`src/rtl/timer_pkg.sv`:
```
// Shared constants for the timer register block: register offsets,
// reset values and TCR field positions.
package timer_pkg;

  localparam logic [11:0] OFF_TCR   = 12'h000;
  localparam logic [11:0] OFF_TDR0  = 12'h004;
  localparam logic [11:0] OFF_TDR1  = 12'h008;
  localparam logic [11:0] OFF_TCMP0 = 12'h00C;
  localparam logic [11:0] OFF_TCMP1 = 12'h010;
  localparam logic [11:0] OFF_TIER  = 12'h014;
  localparam logic [11:0] OFF_TISR  = 12'h018;
  localparam logic [11:0] OFF_THCSR = 12'h01C;

  localparam int TCR_EN          = 0;
  localparam int TCR_DIV_EN      = 1;
  localparam int TCR_DIV_VAL_LSB = 8;
  localparam int TCR_DIV_VAL_MSB = 11;

  localparam logic [3:0] DIV_VAL_RST = 4'd1;
  localparam logic [3:0] DIV_MAX     = 4'd8;

endpackage

```
`src/rtl/timer_prescaler.sv`:
```
// Divides pclk down to the counter tick: every cycle, or every 2^div_val
// cycles when division is enabled. Restarts whenever the timer is stopped.
module timer_prescaler (
  input  logic       pclk,
  input  logic       prst,
  input  logic       timer_en,
  input  logic       halt,
  input  logic       div_en,
  input  logic [3:0] div_val,
  output logic       cnt_tick
);

  logic [7:0] psc_cnt_reg;
  logic [8:0] period_m1;
  logic       active;

  assign active    = timer_en & ~halt;
  // div_val is limited to 8 by the register block, so 2^8-1 fits in psc_cnt_reg
  assign period_m1 = 9'((9'd1 << div_val) - 9'd1);
  assign cnt_tick  = active & (~div_en | ({1'b0, psc_cnt_reg} == period_m1));

  always_ff @(posedge pclk) begin
    if (prst || !active || cnt_tick) begin
      psc_cnt_reg <= 8'd0;
    end else begin
      psc_cnt_reg <= psc_cnt_reg + 8'd1;
    end
  end

endmodule

```
`src/rtl/timer_regs.sv`:
```
// Timer register file: APB-side register decode with byte strobes, TCR
// error checking, 64-bit counter, compare interrupt and debug halt.
module timer_regs
  import timer_pkg::*;
#(
  parameter int DATA_SIZE  = 32,
  parameter int ADDR_SIZE  = 32,
  parameter int PSTRB_SIZE = DATA_SIZE / 8
) (
  input  logic                  pclk,
  input  logic                  prst,
  input  logic                  wr_en,
  input  logic                  rd_en,
  input  logic [ADDR_SIZE-1:0]  addr,
  input  logic [DATA_SIZE-1:0]  wdata,
  input  logic [PSTRB_SIZE-1:0] pstrb,
  input  logic                  dbg_mode,
  output logic [DATA_SIZE-1:0]  rdata,
  output logic                  err_en,
  output logic                  tim_int
);

  localparam int CNT_W = 2 * DATA_SIZE;

  logic [11:0] offset;
  logic        sel_tcr, sel_tdr0, sel_tdr1, sel_tcmp0, sel_tcmp1;
  logic        sel_tier, sel_tisr, sel_thcsr;

  logic                 timer_en_reg, div_en_reg;
  logic [3:0]           div_val_reg;
  logic [CNT_W-1:0]     cnt_reg;
  logic [DATA_SIZE-1:0] tcmp0_reg, tcmp1_reg;
  logic                 int_en_reg, int_st_reg, halt_req_reg;

  logic                 halt_ack, cnt_tick, cnt_match, tcr_err;
  logic [DATA_SIZE-1:0] tcr_val;
  logic [DATA_SIZE-1:0] tcr_merged, tdr0_merged, tdr1_merged;
  logic [DATA_SIZE-1:0] tcmp0_merged, tcmp1_merged;
  logic [3:0]           new_div_val;
  logic                 new_div_en;
  logic                 unused_bits;

  assign offset    = addr[11:0];
  assign sel_tcr   = (offset == OFF_TCR);
  assign sel_tdr0  = (offset == OFF_TDR0);
  assign sel_tdr1  = (offset == OFF_TDR1);
  assign sel_tcmp0 = (offset == OFF_TCMP0);
  assign sel_tcmp1 = (offset == OFF_TCMP1);
  assign sel_tier  = (offset == OFF_TIER);
  assign sel_tisr  = (offset == OFF_TISR);
  assign sel_thcsr = (offset == OFF_THCSR);

  assign halt_ack = halt_req_reg & dbg_mode;

  always_comb begin
    tcr_val = '0;
    tcr_val[TCR_EN]     = timer_en_reg;
    tcr_val[TCR_DIV_EN] = div_en_reg;
    tcr_val[TCR_DIV_VAL_MSB:TCR_DIV_VAL_LSB] = div_val_reg;
  end

  // Byte-lane merge of the bus write into each writable register
  generate
    for (genvar gi = 0; gi < PSTRB_SIZE; gi++) begin : g_lane
      assign tcr_merged[gi*8 +: 8]   = pstrb[gi] ? wdata[gi*8 +: 8] : tcr_val[gi*8 +: 8];
      assign tdr0_merged[gi*8 +: 8]  = pstrb[gi] ? wdata[gi*8 +: 8] : cnt_reg[gi*8 +: 8];
      assign tdr1_merged[gi*8 +: 8]  = pstrb[gi] ? wdata[gi*8 +: 8] : cnt_reg[DATA_SIZE + gi*8 +: 8];
      assign tcmp0_merged[gi*8 +: 8] = pstrb[gi] ? wdata[gi*8 +: 8] : tcmp0_reg[gi*8 +: 8];
      assign tcmp1_merged[gi*8 +: 8] = pstrb[gi] ? wdata[gi*8 +: 8] : tcmp1_reg[gi*8 +: 8];
    end
  endgenerate

  assign new_div_val = tcr_merged[TCR_DIV_VAL_MSB:TCR_DIV_VAL_LSB];
  assign new_div_en  = tcr_merged[TCR_DIV_EN];

  // Divider settings are frozen while running; an illegal write is dropped whole
  assign tcr_err = (new_div_val > DIV_MAX) ||
                   (timer_en_reg && ((new_div_en != div_en_reg) || (new_div_val != div_val_reg)));
  assign err_en  = wr_en & sel_tcr & tcr_err;

  assign unused_bits = ^{addr[ADDR_SIZE-1:12], tcr_merged[DATA_SIZE-1:TCR_DIV_VAL_MSB+1],
                         tcr_merged[TCR_DIV_VAL_LSB-1:TCR_DIV_EN+1]};

  always_ff @(posedge pclk) begin
    if (prst) begin
      timer_en_reg <= 1'b0;
      div_en_reg   <= 1'b0;
      div_val_reg  <= DIV_VAL_RST;
    end else if (wr_en && sel_tcr && !tcr_err) begin
      timer_en_reg <= tcr_merged[TCR_EN];
      div_en_reg   <= new_div_en;
      div_val_reg  <= new_div_val;
    end
  end

  always_ff @(posedge pclk) begin
    if (prst) begin
      tcmp0_reg    <= '1;
      tcmp1_reg    <= '1;
      int_en_reg   <= 1'b0;
      halt_req_reg <= 1'b0;
    end else if (wr_en) begin
      if (sel_tcmp0) tcmp0_reg <= tcmp0_merged;
      if (sel_tcmp1) tcmp1_reg <= tcmp1_merged;
      if (sel_tier && pstrb[0]) int_en_reg <= wdata[0];
      if (sel_thcsr && pstrb[0]) halt_req_reg <= wdata[0];
    end
  end

  timer_prescaler u_prescaler (
    .pclk     (pclk),
    .prst     (prst),
    .timer_en (timer_en_reg),
    .halt     (halt_ack),
    .div_en   (div_en_reg),
    .div_val  (div_val_reg),
    .cnt_tick (cnt_tick)
  );

  // Software writes to the counter take priority over the tick
  always_ff @(posedge pclk) begin
    if (prst) begin
      cnt_reg <= '0;
    end else if (wr_en && sel_tdr0) begin
      cnt_reg[DATA_SIZE-1:0] <= tdr0_merged;
    end else if (wr_en && sel_tdr1) begin
      cnt_reg[CNT_W-1:DATA_SIZE] <= tdr1_merged;
    end else if (cnt_tick) begin
      cnt_reg <= cnt_reg + CNT_W'(1);
    end
  end

  assign cnt_match = (cnt_reg == {tcmp1_reg, tcmp0_reg});

  always_ff @(posedge pclk) begin
    if (prst) begin
      int_st_reg <= 1'b0;
    end else if (cnt_match) begin
      int_st_reg <= 1'b1;
    end else if (wr_en && sel_tisr && pstrb[0] && wdata[0]) begin
      int_st_reg <= 1'b0;
    end
  end

  assign tim_int = int_en_reg & int_st_reg;

  always_comb begin
    rdata = '0;
    if (rd_en) begin
      case (offset)
        OFF_TCR:   rdata = tcr_val;
        OFF_TDR0:  rdata = cnt_reg[DATA_SIZE-1:0];
        OFF_TDR1:  rdata = cnt_reg[CNT_W-1:DATA_SIZE];
        OFF_TCMP0: rdata = tcmp0_reg;
        OFF_TCMP1: rdata = tcmp1_reg;
        OFF_TIER:  rdata = {{(DATA_SIZE-1){1'b0}}, int_en_reg};
        OFF_TISR:  rdata = {{(DATA_SIZE-1){1'b0}}, int_st_reg};
        OFF_THCSR: rdata = {{(DATA_SIZE-2){1'b0}}, halt_ack, halt_req_reg};
        default:   rdata = '0;
      endcase
    end
  end

endmodule

```
`config.mk`:
```
export PLATFORM = sky130hd
export DESIGN_NAME = timer_regs
export DESIGN_NICKNAME = d
export VERILOG_FILES = /design/src/rtl/timer_pkg.sv /design/src/rtl/timer_prescaler.sv /design/src/rtl/timer_regs.sv
export SDC_FILE = /design/constraint.sdc
export NUM_CORES = 1
export LEC_CHECK = 0
export ABC_AREA = 1
export BUFFER_PORTS_ARGS = -buffer_cell sky130_fd_sc_hd__buf_2
export CAP_MARGIN = 25
export CORE_UTILIZATION = 35
export DETAILED_ROUTE_END_ITERATION = 16
export GPL_TIMING_DRIVEN = 0
export SLEW_MARGIN = 20
export SYNTH_ARGS = -nofsm -noshare
export SYNTH_HDL_FRONTEND = slang
export SYNTH_SLANG_ARGS = --single-unit
```
`constraint.sdc`:
```
create_clock -name pclk -period 5.6 [get_ports pclk]
set_input_delay 0.84 -clock pclk [delete_from_list [all_inputs] [get_ports pclk]]
set_output_delay 0.84 -clock pclk [all_outputs]
set_load 0.02 [all_outputs]
```
==> impl_metrics.env <==
export IMPL_netlist_area_before_placement_mm2=0.0104
export IMPL_area_of_combinational_cells_with_multiple_inputs_mm2=0.00638
export IMPL_grt_overflow_total=0
export IMPL_synth_cells=1679
export IMPL_maxSlewHeadroom_pct=27.3
export IMPL_synth_top_area_cell="sky130_fd_sc_hd__dfxtp_1"
export IMPL_insertedDiodeCount=0
export IMPL_ctsHoldBuffers=0
export IMPL_arrival_ns=4.04
export IMPL_h_tree_depth=4
export IMPL_timing_worst_setup_path_type="primary input to output pin"
export IMPL_max_stage_delay_ns=0.77
export IMPL_adder_cell_share_of_the_synthesized_area_pct=0.361
export IMPL_drc_errors=0
export IMPL_hold_start="u_prescaler.psc_cnt_reg[0]$_SDFF_PP0_"
export IMPL_synth_seq_area_share_pct=27.9
export IMPL_layout_cells_most_common_list="sky130_fd_sc_hd__nand2_1 (461), sky130_fd_sc_hd__inv_1 (185), sky130_fd_sc_hd__nor2_1 (158), sky130_fd_sc_hd__dfxtp_1 (145), sky130_fd_sc_hd__nand3_1 (131)"
export IMPL_rsz0062_at_grt="no"
export IMPL_clock_insertion_delay_worst_skew_ns=0.46
export IMPL_post_layout_total_power_mw=2.34
export IMPL_dieArea_mm2=0.0304
export IMPL_number_of_flip_flops_in_the_largest_register=64
export IMPL_rr_worst_depth=10
export IMPL_clk_transition_reported_paths_ns=0.06
export IMPL_io_pins=107
export IMPL_placeable_area_mm2=0.0289
export IMPL_crit_path_slowest_cell="sky130_fd_sc_hd__clkbuf_1"
export IMPL_outcome="completed"
export IMPL_hold_path_depth=1
export IMPL_r2r_end="cnt_reg[54]$_SDFFE_PP0P_"
export IMPL_worst_slew_pin_transition_ns=1.09
export IMPL_cts_max_path_buffers=2
export IMPL_grt_start_max_net_pins=17
export IMPL_fin_worst_skew_ns=0.0112
export IMPL_ys_seq_elements=145
export IMPL_synth_fp_nets=1755
export IMPL_synth_top_area_share_pct=27.9
export IMPL_die_width_um=174
export IMPL_tritoncts_num_buffers=17
export IMPL_postSynth_topFlopCell="sky130_fd_sc_hd__dfxtp_1"
export IMPL_sequential_cell_area_mm2=0.00290
export IMPL_first_global_vias=11400
export IMPL_critPathTopFamily="buffers and inverters"
export IMPL_synth_async_reset_ratio_pct=0
export IMPL_post_place_cells=2146
export IMPL_max_freq_mhz=205
export IMPL_avgRoutedWirePerCell_um=23.8
export IMPL_cp_buffers_inverters=5
export IMPL_cts_sinks=145
export IMPL_cts_setup_buffers=0
export IMPL_worst_reg2reg_path_startpoint="cnt_reg[1]$_SDFFE_PP0P_"
export IMPL_num_nets_final=1858
export IMPL_crit_chain="buf_2 -> nor2_1 -> inv_2 -> nor3_1 -> nand3_1 -> clkinv_1 -> clkbuf_1 -> a221oi_1 -> nor2_1 -> buf_2"
export IMPL_grt_pass1_wl_mm=75.0
export IMPL_min_delay_path_class="flop to flop"
export IMPL_power_per_cell_area_mw_per_mm2=197
export IMPL_timing_final_max_slew_violations=0
export IMPL_route_detailed_vias_per_inst=5.75
export IMPL_layout_filler_cells=3168
export IMPL_report_final_setup_viol=0
export IMPL_synth_compound_gate_area_share_pct=16.8
export IMPL_final_hold_violation_count=0
export IMPL_layout_min_cycle_time_ns=4.88
export IMPL_routed_wl_mm=51.8
export IMPL_ratio_of_cells_with_drive_above_1_in_the_final_layout_pct=9.81
export IMPL_initial_utilization_pct=35.9
export IMPL_hpwl_mm=40.2
export IMPL_ctsRootBufferMaster="sky130_fd_sc_hd__clkbuf_16"
export IMPL_xor_xnor_share_of_the_synthesized_area_pct=6.82
export IMPL_drt_first_iter_violations=1811
export IMPL_period_share_pct=87.1
export IMPL_place_gp_congestion=1.03
export IMPL_required_ns=4.76
export IMPL_cts_repair_resized=0
export IMPL_grt_total_usage_pct=34.1
export IMPL_layout_cells_most_common="sky130_fd_sc_hd__nand2_1"
export IMPL_tritoncts="done"
export IMPL_post_synth_num_cell_types=47
export IMPL_final_instance_count_excl_fill=2179
export IMPL_leakagePower_nw=5.00
export IMPL_place_port_buffers=83
export IMPL_vias=12500
export IMPL_yosysWarnings=0
export IMPL_initial_antenna_violation_count=0
export IMPL_detail_route_first_pass_iterations=8
export IMPL_fin_hold_ws_ns=0.485
export IMPL_synth_simple_area_share_pct=37.3
export IMPL_largest_family_of_logic_cells_by_synthesized_area="simple AND/OR/NAND/NOR gates"
export IMPL_antenna_left=0
export IMPL_syn2layout_area_growth_pct=14.5
export IMPL_holdPathEnd="u_prescaler.psc_cnt_reg[0]$_SDFF_PP0_"
export IMPL_critical_path_startpoint_type="primary input"
export IMPL_utilization_pct=41.2
export IMPL_finalSetupTns_ns=0
export IMPL_path_max_fanout=10
export IMPL_maxCapViolations=0
export IMPL_max_vdd_ir_drop_mv=0.239
export IMPL_crit_path_end_kind="output pin"
export IMPL_postSynthAreaPerCell_um2=6.19
export IMPL_synthMuxAreaShare_pct=0.0962
export IMPL_die_h_um=174
export IMPL_post_synth_edffs=0
export IMPL_dominant_cells_by_area_after_synthesis="sky130_fd_sc_hd__dfxtp_1 (28%), sky130_fd_sc_hd__nand2_1 (17%), sky130_fd_sc_hd__inv_1 (6.7%), sky130_fd_sc_hd__nand3_1 (6.3%), sky130_fd_sc_hd__nor2_1 (5.7%)"
export IMPL_rrSetupSlack_ns=2.49
export IMPL_placement_rows=62
cell usage after synthesis (5+ instances only):
cell type,n
sky130_fd_sc_hd__a21oi_1,81
sky130_fd_sc_hd__a221o_1,7
sky130_fd_sc_hd__a221oi_1,16
sky130_fd_sc_hd__a31oi_1,5
sky130_fd_sc_hd__buf_2,11
sky130_fd_sc_hd__buf_6,7
sky130_fd_sc_hd__clkbuf_1,50
sky130_fd_sc_hd__clkinv_1,5
sky130_fd_sc_hd__dfxtp_1,145
sky130_fd_sc_hd__inv_1,185
sky130_fd_sc_hd__inv_2,10
sky130_fd_sc_hd__nand2_1,461
sky130_fd_sc_hd__nand2_2,5
sky130_fd_sc_hd__nand3_1,131
sky130_fd_sc_hd__nand4_1,57
sky130_fd_sc_hd__nor2_1,158
sky130_fd_sc_hd__nor3_1,45
sky130_fd_sc_hd__nor3b_1,5
sky130_fd_sc_hd__o2111ai_1,5
sky130_fd_sc_hd__o211ai_1,65
sky130_fd_sc_hd__o21ai_0,73
sky130_fd_sc_hd__o22ai_1,22
sky130_fd_sc_hd__or2_2,8
sky130_fd_sc_hd__xnor2_1,31
sky130_fd_sc_hd__xor2_1,50
power by group:
part | total (mW) | internal [mW] | switching (mW)
clock network | 1.21 | 0.668 | 0.541
registers | 1.03 | 1.03 | 0.000110
logic | 0.104 | 0.0238 | 0.0798
total | 2.34 | 1.72 | 0.621
how the worst max path moves through the flow:
stage	from	end	depth (start not counted)
floorplan	addr[1]	rdata[10]	9
global placement	addr[1]	rdata[31]	10
detailed placement	addr[1]	rdata[31]	10
CTS	addr[1]	rdata[31]	10
global route	addr[1]	rdata[24]	13
finish	addr[1]	rdata[31]	10
cell type report:
class,instances,area share (%)
multi-input combinational,1258,53.6
sequential,145,24.4
inverter,200,6.30
tap,384,4.03
timing repair buffer,84,3.61
clock buffer,17,3.57
buffer,76,3.06
clock inverter,15,1.44
per-layer routing:
metal | vias to the layer above | share of wire [%] | global-route usage, %
li1 | 5784 | - | -
met1 | 5900 | 43 | 46.7
met2 | 711 | 43 | 51.8
met3 | 124 | 9.8 | 6.80
met4 | 0 | 4.2 | 14.4
met5 | - | 0 | 0
kinds of logic after synthesis:
kind of cell | count (synthesis)
simple gates | 890
fa+ha+maj | 3
mux | 1
compound gates | 283
buf+inv | 276
xor+xnor | 81
flops | 145
stage by stage:
step | cell area, um2 | worst slack [ns]
after floorplan | 10400 | 2.28
after global placement | 11300 | 0.891
after detailed placement | 11300 | 0.885
after CTS | 11900 | 0.873
after global routing | 11900 | 0.716
final | 11900 | 0.725
No activity file was read; power rests on OpenSTA's default activity.
